<file path="src/rtl/irq_ctrl4_pkg.sv">
// irq_ctrl4_pkg: shared constants and types for the four-source interrupt
// controller. Holds the source count, id width, FSM state encoding and a
// small helper that turns a source id into a one-hot clear mask.
package irq_ctrl4_pkg;

    localparam int NSRC = 4;
    localparam int ID_W = 2;

    typedef enum logic [1:0] {
        ST_IDLE    = 2'd0,
        ST_PRESENT = 2'd1,
        ST_GAP     = 2'd2
    } state_t;

    // One-hot mask selecting the pending bit that belongs to source id.
    function automatic logic [NSRC-1:0] id_to_onehot(input logic [ID_W-1:0] id);
        return 4'b0001 << id;
    endfunction

endpackage

</file>
<file path="src/rtl/irq_ctrl4_if.sv">
// irq_ctrl4_if: request/handshake bundle between an interrupt consumer
// (master) and irq_ctrl4 (slave).
//   req, mask, ack          : consumer -> controller
//   irq_valid, irq_id,
//   pending                 : controller -> consumer
interface irq_ctrl4_if;
    import irq_ctrl4_pkg::*;

    logic [NSRC-1:0] req;
    logic [NSRC-1:0] mask;
    logic            ack;
    logic            irq_valid;
    logic [ID_W-1:0] irq_id;
    logic [NSRC-1:0] pending;

    modport master (
        output req, mask, ack,
        input  irq_valid, irq_id, pending
    );

    modport slave (
        input  req, mask, ack,
        output irq_valid, irq_id, pending
    );
endinterface

</file>
<file path="src/rtl/irq_ctrl4_pri_enc4.sv">
// pri_enc4: combinational 4-to-2 priority encoder. Bit 3 has the highest
// priority. An all-zero input yields 2'b00.
//   cand : input 4, candidate vector
//   id   : output 2, index of the highest set bit
module pri_enc4
    import irq_ctrl4_pkg::*;
(
    input  logic [NSRC-1:0] cand,
    output logic [ID_W-1:0] id
);

    // Highest set bit wins.
    always_comb begin
        id = 2'b00;
        if (cand[3]) begin
            id = 2'b11;
        end else if (cand[2]) begin
            id = 2'b10;
        end else if (cand[1]) begin
            id = 2'b01;
        end else begin
            id = 2'b00;
        end
    end

endmodule

</file>
<file path="src/rtl/irq_ctrl4.sv">
// irq_ctrl4: four-source interrupt controller. Rising edges on bus.req set
// sticky pending bits. The masked pending vector is priority-encoded, and the
// winner is presented over a valid/ack handshake. Each grant is followed by
// one idle gap cycle. Edges that hit an already-pending source are counted in
// a saturating debug counter.
//   clk, rst_n : clock, asynchronous active-low reset
//   bus        : irq_ctrl4_if.slave (req, mask, ack in; irq_valid, irq_id, pending out)
//   lost_cnt   : output CNT_W, saturating count of dropped request edges
module irq_ctrl4
    import irq_ctrl4_pkg::*;
#(
    parameter int CNT_W = 8
) (
    input  logic             clk,
    input  logic             rst_n,
    irq_ctrl4_if.slave       bus,
    output logic [CNT_W-1:0] lost_cnt
);

    state_t          state_r, state_nxt_s;
    logic [NSRC-1:0] req_q_r;
    logic [NSRC-1:0] pending_r, pending_nxt_s;
    logic            irq_valid_r, irq_valid_nxt_s;
    logic [ID_W-1:0] irq_id_r, irq_id_nxt_s;
    logic [CNT_W-1:0] lost_cnt_r, lost_cnt_nxt_s;

    logic [NSRC-1:0] rise_s;
    logic [NSRC-1:0] cand_s;
    logic [NSRC-1:0] clr_s;
    logic [ID_W-1:0] enc_id_s;
    logic            lost_any_s;

    assign rise_s = bus.req & ~req_q_r;
    // Mask is applied combinationally so a change is seen on the same edge.
    assign cand_s = pending_r & ~bus.mask;

    pri_enc4 u_pri_enc4 (
        .cand (cand_s),
        .id   (enc_id_s)
    );

    // FSM next state, presented id, valid and the ack-driven clear mask.
    always_comb begin
        state_nxt_s     = state_r;
        irq_id_nxt_s    = irq_id_r;
        irq_valid_nxt_s = 1'b0;
        clr_s           = 4'b0000;
        case (state_r)
            ST_IDLE: begin
                if (cand_s != 4'b0000) begin
                    state_nxt_s     = ST_PRESENT;
                    irq_id_nxt_s    = enc_id_s;
                    irq_valid_nxt_s = 1'b1;
                end else begin
                    state_nxt_s     = ST_IDLE;
                end
            end
            ST_PRESENT: begin
                // No preemption and no retraction: only ack leaves PRESENT.
                if (bus.ack) begin
                    clr_s           = id_to_onehot(irq_id_r);
                    state_nxt_s     = ST_GAP;
                    irq_valid_nxt_s = 1'b0;
                end else begin
                    irq_valid_nxt_s = 1'b1;
                end
            end
            ST_GAP: begin
                state_nxt_s = ST_IDLE;
            end
            default: begin
                state_nxt_s = ST_IDLE;
            end
        endcase
    end

    // Pending update (set beats clear) and saturating lost-request count.
    always_comb begin
        pending_nxt_s  = (pending_r & ~clr_s) | rise_s;
        lost_any_s     = |(rise_s & pending_r & ~clr_s);
        lost_cnt_nxt_s = lost_cnt_r;
        if (lost_any_s && !(&lost_cnt_r)) begin
            lost_cnt_nxt_s = lost_cnt_r + {{(CNT_W-1){1'b0}}, 1'b1};
        end else begin
            lost_cnt_nxt_s = lost_cnt_r;
        end
    end

    // State and output registers.
    always_ff @(posedge clk or negedge rst_n) begin
        if (!rst_n) begin
            state_r     <= ST_IDLE;
            req_q_r     <= 4'b0000;
            pending_r   <= 4'b0000;
            irq_valid_r <= 1'b0;
            irq_id_r    <= 2'b00;
            lost_cnt_r  <= {CNT_W{1'b0}};
        end else begin
            state_r     <= state_nxt_s;
            req_q_r     <= bus.req;
            pending_r   <= pending_nxt_s;
            irq_valid_r <= irq_valid_nxt_s;
            irq_id_r    <= irq_id_nxt_s;
            lost_cnt_r  <= lost_cnt_nxt_s;
        end
    end

    assign bus.irq_valid = irq_valid_r;
    assign bus.irq_id    = irq_id_r;
    assign bus.pending   = pending_r;
    assign lost_cnt      = lost_cnt_r;

endmodule

</file>
<file path="src/flat_wrapper.sv">
// flat-port wrapper written by rule: the top's interface ports become plain ports
module irq_ctrl4_flat import irq_ctrl4_pkg::*;
#(
    parameter int CNT_W = 8
)
  (clk, rst_n, lost_cnt, bus_req, bus_mask, bus_ack, bus_irq_valid, bus_irq_id, bus_pending);
  irq_ctrl4_if bus_i ();
  input  logic clk;
  input  logic rst_n;
  output logic [CNT_W-1:0] lost_cnt;
  input wire logic [$bits(bus_i.req)-1:0] bus_req;
  input wire logic [$bits(bus_i.mask)-1:0] bus_mask;
  input wire logic [$bits(bus_i.ack)-1:0] bus_ack;
  output wire logic [$bits(bus_i.irq_valid)-1:0] bus_irq_valid;
  output wire logic [$bits(bus_i.irq_id)-1:0] bus_irq_id;
  output wire logic [$bits(bus_i.pending)-1:0] bus_pending;
  assign bus_i.req = bus_req;
  assign bus_i.mask = bus_mask;
  assign bus_i.ack = bus_ack;
  assign bus_irq_valid = bus_i.irq_valid;
  assign bus_irq_id = bus_i.irq_id;
  assign bus_pending = bus_i.pending;
  irq_ctrl4 #(.CNT_W(CNT_W)) u_core (.clk(clk), .rst_n(rst_n), .bus(bus_i), .lost_cnt(lost_cnt));
endmodule
</file>
<file path="config.mk">
export PLATFORM = sky130hd
export DESIGN_NAME = irq_ctrl4_flat
export DESIGN_NICKNAME = d
export VERILOG_FILES = /design/src/rtl/irq_ctrl4_pkg.sv /design/src/rtl/irq_ctrl4_if.sv /design/src/rtl/irq_ctrl4_pri_enc4.sv /design/src/rtl/irq_ctrl4.sv /design/src/flat_wrapper.sv
export SDC_FILE = /design/constraint.sdc
export NUM_CORES = 1
export LEC_CHECK = 0
export ABC_CLOCK_PERIOD_IN_PS = 1800
export CAP_MARGIN = 20
export CORE_ASPECT_RATIO = 1.5
export CORE_UTILIZATION = 41
export DETAILED_ROUTE_END_ITERATION = 10
export PLACE_DENSITY = 0.73
export SLEW_MARGIN = 20
export SYNTH_ARGS = -nofsm -noshare
export SYNTH_HDL_FRONTEND = slang
export SYNTH_SLANG_ARGS = --single-unit
export TNS_END_PERCENT = 1
</file>
<file path="constraint.sdc">
create_clock -name clk -period 1.8 [get_ports clk]
set_clock_uncertainty 0.2 [all_clocks]
set_input_delay 0.18 -clock clk [delete_from_list [all_inputs] [get_ports clk]]
set_output_delay 0.18 -clock clk [all_outputs]
set_load 0.05 [all_outputs]
</file>
* Yosys cells after proc, flatten, opt, wreduce, memory -nomap -nowiden
Index checks and enable logic that the tools add are counted.
Word-level totals: register bits 21, bits in latches 0, RAM bits 0, memory bits (read-only) 0, input bits 11, logic and storage cells 37, memories kept 0
Cells by class: add/sub/neg operators 1, multipliers 0, div/mod/pow operators 0, $lt $le $gt $ge 0, eq/ne operators 2, shift operators 1, muxes and demuxes 11, bitwise gates (word level) 9, reduce and logical (&&, ||, !) cells 7
Operators by type and width (count):
- $and A4 B4 Y4 | 5
- $not A4 Y4 | 3
- $add A8 B1 Y8 const B | 1
- $mux W4 | 2
- $reduce_and A8 Y1 | 1
- $mux W2 | 3
- $mux W1 | 4
- $or A4 B4 Y4 | 1
- $pmux W2 S2 | 1
- $reduce_bool A4 Y1 | 1
- $reduce_or A4 Y1 | 1
- $shl A1 B2 Y4 const A | 1
- $eq A2 B1 Y1 const B | 1
- $logic_not A2 Y1 | 1
- $ne A2 B2 Y1 const B | 1
- $pmux W1 S2 | 1
- $reduce_and A2 Y1 | 1
- $logic_and A1 B1 Y1 | 1
- $logic_not A1 Y1 | 1

* Longest topological paths before layout
depth in word-level cells 7, gate-level depth with buffers 6

* By module
A second synthesis with hierarchy kept.
Unflattened totals: cells, all modules 84, area, all modules 1006.0 µm²
By module, submodules not included:
- irq_ctrl4 | instances 1, cells each 81, area each 988.4 µm²
- pri_enc4 | instances 1, cells each 3, area each 17.5 µm²

* Least setup slack after synthesis
Ideal clock, no wire load.
kind reg-to-reg, from reg u_core.irq_id_r[0] (netlist: u_core.bus.irq_id[0]), to reg u_core.lost_cnt_r[1] (netlist: u_core.lost_cnt[1]), setup time 0.125 ns, arrival 1.704 ns, required time 1.475 ns, slack -0.229 ns, cell stages (with the launch flop) 6, cell sequence dfrtp_1 nand4bb_1 o21ai_1 o22a_2 a21oi_4 mux2_2
Between the ends: longest elaborated chain between the ends 7
RTL lines:
- from (decl) | RTL line irq_ctrl4.sv:24 | logic [ID_W-1:0] irq_id_r, irq_id_nxt_s;
- from (signal assigned) | RTL line irq_ctrl4.sv:103 | irq_id_r <= irq_id_nxt_s;
- $shl A1 B2 Y4 | RTL line irq_ctrl4_pkg.sv:17 | return 4'b0001 << id;
- $mux W4 | RTL line irq_ctrl4.sv:60 | if (bus.ack) begin
- $mux W4 | RTL line irq_ctrl4.sv:48 | case (state_r)
- $not A4 Y4 | RTL line irq_ctrl4.sv:80 | lost_any_s = |(rise_s & pending_r & ~clr_s);
- $and A4 B4 Y4 | RTL line irq_ctrl4.sv:80
- $reduce_or A4 Y1 | RTL line irq_ctrl4.sv:80
- $logic_and A1 B1 Y1 | RTL line irq_ctrl4.sv:82 | if (lost_any_s && !(&lost_cnt_r)) begin
- to (signal assigned) | RTL line irq_ctrl4.sv:97 | lost_cnt_r <= {CNT_W{1'b0}};
- to (signal assigned) | RTL line irq_ctrl4.sv:104 | lost_cnt_r <= lost_cnt_nxt_s;
- to (decl) | RTL line irq_ctrl4.sv:25 | logic [CNT_W-1:0] lost_cnt_r, lost_cnt_nxt_s;
No other way between the ends. A chain may end at the register's enable or synchronous reset.

* Worst setup path in the final report
from reg u_core.state_r[1], to reg u_core.lost_cnt_r[7] (netlist: u_core.lost_cnt[7])
Between the ends: longest elaborated chain between the ends 6
RTL lines:
- from (decl) | RTL line irq_ctrl4.sv:20 | state_t state_r, state_nxt_s;
- from (signal assigned) | RTL line irq_ctrl4.sv:99 | state_r <= state_nxt_s;
- $eq A2 B1 Y1 | RTL line irq_ctrl4.sv:48
- $mux W4 | RTL line irq_ctrl4.sv:48
- $not A4 Y4 | RTL line irq_ctrl4.sv:80
- $and A4 B4 Y4 | RTL line irq_ctrl4.sv:80
- $reduce_or A4 Y1 | RTL line irq_ctrl4.sv:80
- $logic_and A1 B1 Y1 | RTL line irq_ctrl4.sv:82
No other way between the ends.

==> run metrics <==
Buffers on Ports 25; Setup CP Type reg2reg; die height 59.7 um; Final Cycle Share 102%; Clock Power Share 8.7%; Worst EP arrival 1830 ps; multi-input logic area 420 um^2; clock latency on the worst-skew pair 300 ps; Fillers 167; global-route wire length before repair 3100 um; fmax 547 MHz; Die Area 0.00241 mm^2; CTS tree done; synthesized net count 95; starting density of the core 44.3%; slowest CP cell dfrtp_1; routed wire length 1950 um; row cnt 20; per-instance average area after synthesis 10.9 um^2; DRT iter0 DRCs 6; Startpoint Class flop; Non-Filler Instances 145; GRT overflow 0; DP Area 0.00122 mm^2; final setup vio count 2; post-DR wirelength/cell 13.4 um; core outline area 0.00205 mm^2; status finished with violations; root buf cell clkbuf_4; cells along the critical path nand4b_1, o21ai_2, o22a_2, nand2_2, nand4_1, mux2_4; synth unique cells 23; routed via count 754; initial antenna violation count 0; clk slew on worst S/H paths 110 ps; Final min period 1830 ps; Final GP Congestion 0.643; Max Slew Vio Count 0; Hold Path Class in2async; sequential area share after synthesis 57.9%; RSZ-0062 raised after global routing yes; CTS buffer count 3; #FFs+latches synth 21; vias in the first global route 740; Psw 1.25 mW; Synth warnings 0; maxcap violations 0; HPWL after DPL 1380 um; post-route cell area 0.00132 mm^2; failing checks negative setup slack; CTS sink cnt 21; DRC 0; Combinational Power Share 57.4%; max_slew headroom 78.2%; final hold slack 13.9 ps; Seq pwr share 33.9%; area grow syn2layout 45.5%; final setup margin -28.4 ps; Crit path largest cell delay 420 ps; Leak 0.587 nW; Sequential Area 533 um^2; boundary pin count 26; Internal Power 1.32 mW; Critical Path RT 1800 ps; final-report hold violation count 0; Worst Max-Slew Pin Slew 324 ps; layout cell share with drive strength beyond 1 40.7%; GR Util All Layers 19.3%; # hold bufs at CTS 0; H-tree lvl count 1; Peak VDD IR 1210 uV; Synth Instances 83; Post-DRT Antenna Nets 0; setup TNS -47.7 ps; Die X 40.4 um; Synth Cell Area 908 um^2; largest net degree at the start of global routing 22; via/cell ratio 5.20; switch share 48.5%; Post-Place Cells 139; crit path capture type flop; # diodes 0; Longest Clk Path Bufs 2; Max FO, Critical Path 4; post-layout net count 136; TritonRoute pass-1 iters 4; Power Density 1940 mW/mm^2
cells in the mapped netlist (all sizes together):
master	count	share of area [%]
dfrtp	21	58
o21ai	10	5.5
nand2	9	4.0
nand2b	7	4.8
nor2	6	2.5
inv	5	2.1
nand4	4	2.8
xnor2	4	3.9
a21oi	3	2.9
mux2	3	3.7
nand3	2	1.1
o22a	2	2.2
a21o	1	0.83
a31oi	1	0.69
ha	1	1.4
nand4b	1	0.96
nand4bb	1	1.2
nor2b	1	0.69
xor2	1	0.96
layer usage:
layer,up-vias,track usage [%],part of all wire [%]
met5,-,0,0
met4,0,8.57,0.51
met3,2,2.23,4.2
met2,25,32.9,54
met1,364,23.1,41
li1,363,-,-
per-stage QoR:
stage          power [mW]  util, %  worst slack [ps]
2_1_floorplan        1.74        -             -94.5
3_3_place_gp         2.18     59.6              -266
3_5_place_dp         2.22     59.6              -292
4_1_cts              2.53     63.0             -44.7
5_1_grt              2.72     64.4              -126
6_report             2.57     64.4             -28.4
timing repair:
| item | in CTS | in global routing |
|---|---|---|
| pin swaps | 6 | 3 |
| setup endpoints to repair | 2 | 8 |
| gates resized for setup | 7 | 5 |
| buffers inserted | 1 | 1 |
area by class of cell:
class | instances | share of cell area, %
sequential | 21 | 40.3
inverter | 5 | 1.42
clock buffer | 4 | 1.99
timing repair buffer | 36 | 22.3
tap | 22 | 2.08
multi-input combinational | 57 | 31.8
flip-flops by register name, summed over array words and instances, names as in the netlist:
signal,flops
u_core.lost_cnt,8
u_core.bus.pending,4
u_core.req_q_r,4
u_core.bus.irq_id,2
u_core.state_r,2
u_core.bus.irq_valid,1
final timing paths:
kind	slack, ps	startpoint	end	depth (start not counted)
worst max-delay path	-30	u_core.state_r[1]	u_core.lost_cnt[7]	6
worst min-delay path	10	rst_n	u_core.bus.pending[2]	2
worst max register to register	-30	u_core.state_r[1]	u_core.lost_cnt[7]	6
worst min register to register	310	u_core.req_q_r[0]	u_core.bus.pending[0]	2
max in group asynchronous	1150	rst_n	u_core.lost_cnt[1]	2
min in group clk	140	bus_req[3]	u_core.req_q_r[3]	1
kinds of logic after synthesis:
family,after synthesis,share of synthesized area [%]
AO/OA/AOI/OAI,17,12.1
XOR/XNOR,5,4.82
adder cells (fa/ha/maj),1,1.38
buffers and inverters,5,2.07
flip-flops,21,57.9
multiplexers,3,3.72
AND/OR/NAND/NOR,31,18.0
placed cells by master, fill, tap and decap left out, types with 2 or more instances in the layout:
| cell type | synthesis | layout |
|---|---|---|
| clkdlybuf4s50_1 | 0 | 10 |
| nand4_1 | 4 | 4 |
| inv_1 | 5 | 4 |
| nor2_1 | 6 | 6 |
| xnor2_1 | 4 | 4 |
| buf_4 | 0 | 26 |
| clkbuf_4 | 0 | 3 |
| nand2_1 | 8 | 8 |
| dfrtp_1 | 21 | 15 |
| o21ai_0 | 8 | 6 |
| o21ai_2 | 0 | 3 |
| o22a_2 | 2 | 2 |
| dfrtp_2 | 0 | 6 |
| mux2_4 | 0 | 2 |
| nand2b_1 | 7 | 7 |
| nand3_1 | 2 | 2 |
power by group through the flow:
stage	sequential, mW	clock, mW	combinational (mW)
2_1_floorplan	1.36	0	0.377
4_1_cts	0.858	0.232	1.44
3_5_place_dp	0.847	0	1.37
5_1_grt	0.896	0.252	1.57
3_3_place_gp	0.836	0	1.35
6_report	0.870	0.224	1.47
worst max-delay path, delay by kind of cell (launching register included):
kind	cells	cell delay [ps]
DFF	1	420
AOI/OAI and AO/OA	2	380
and+or+nand+nor	3	420
muxes	1	310
Power figures use the tool's default switching activity.
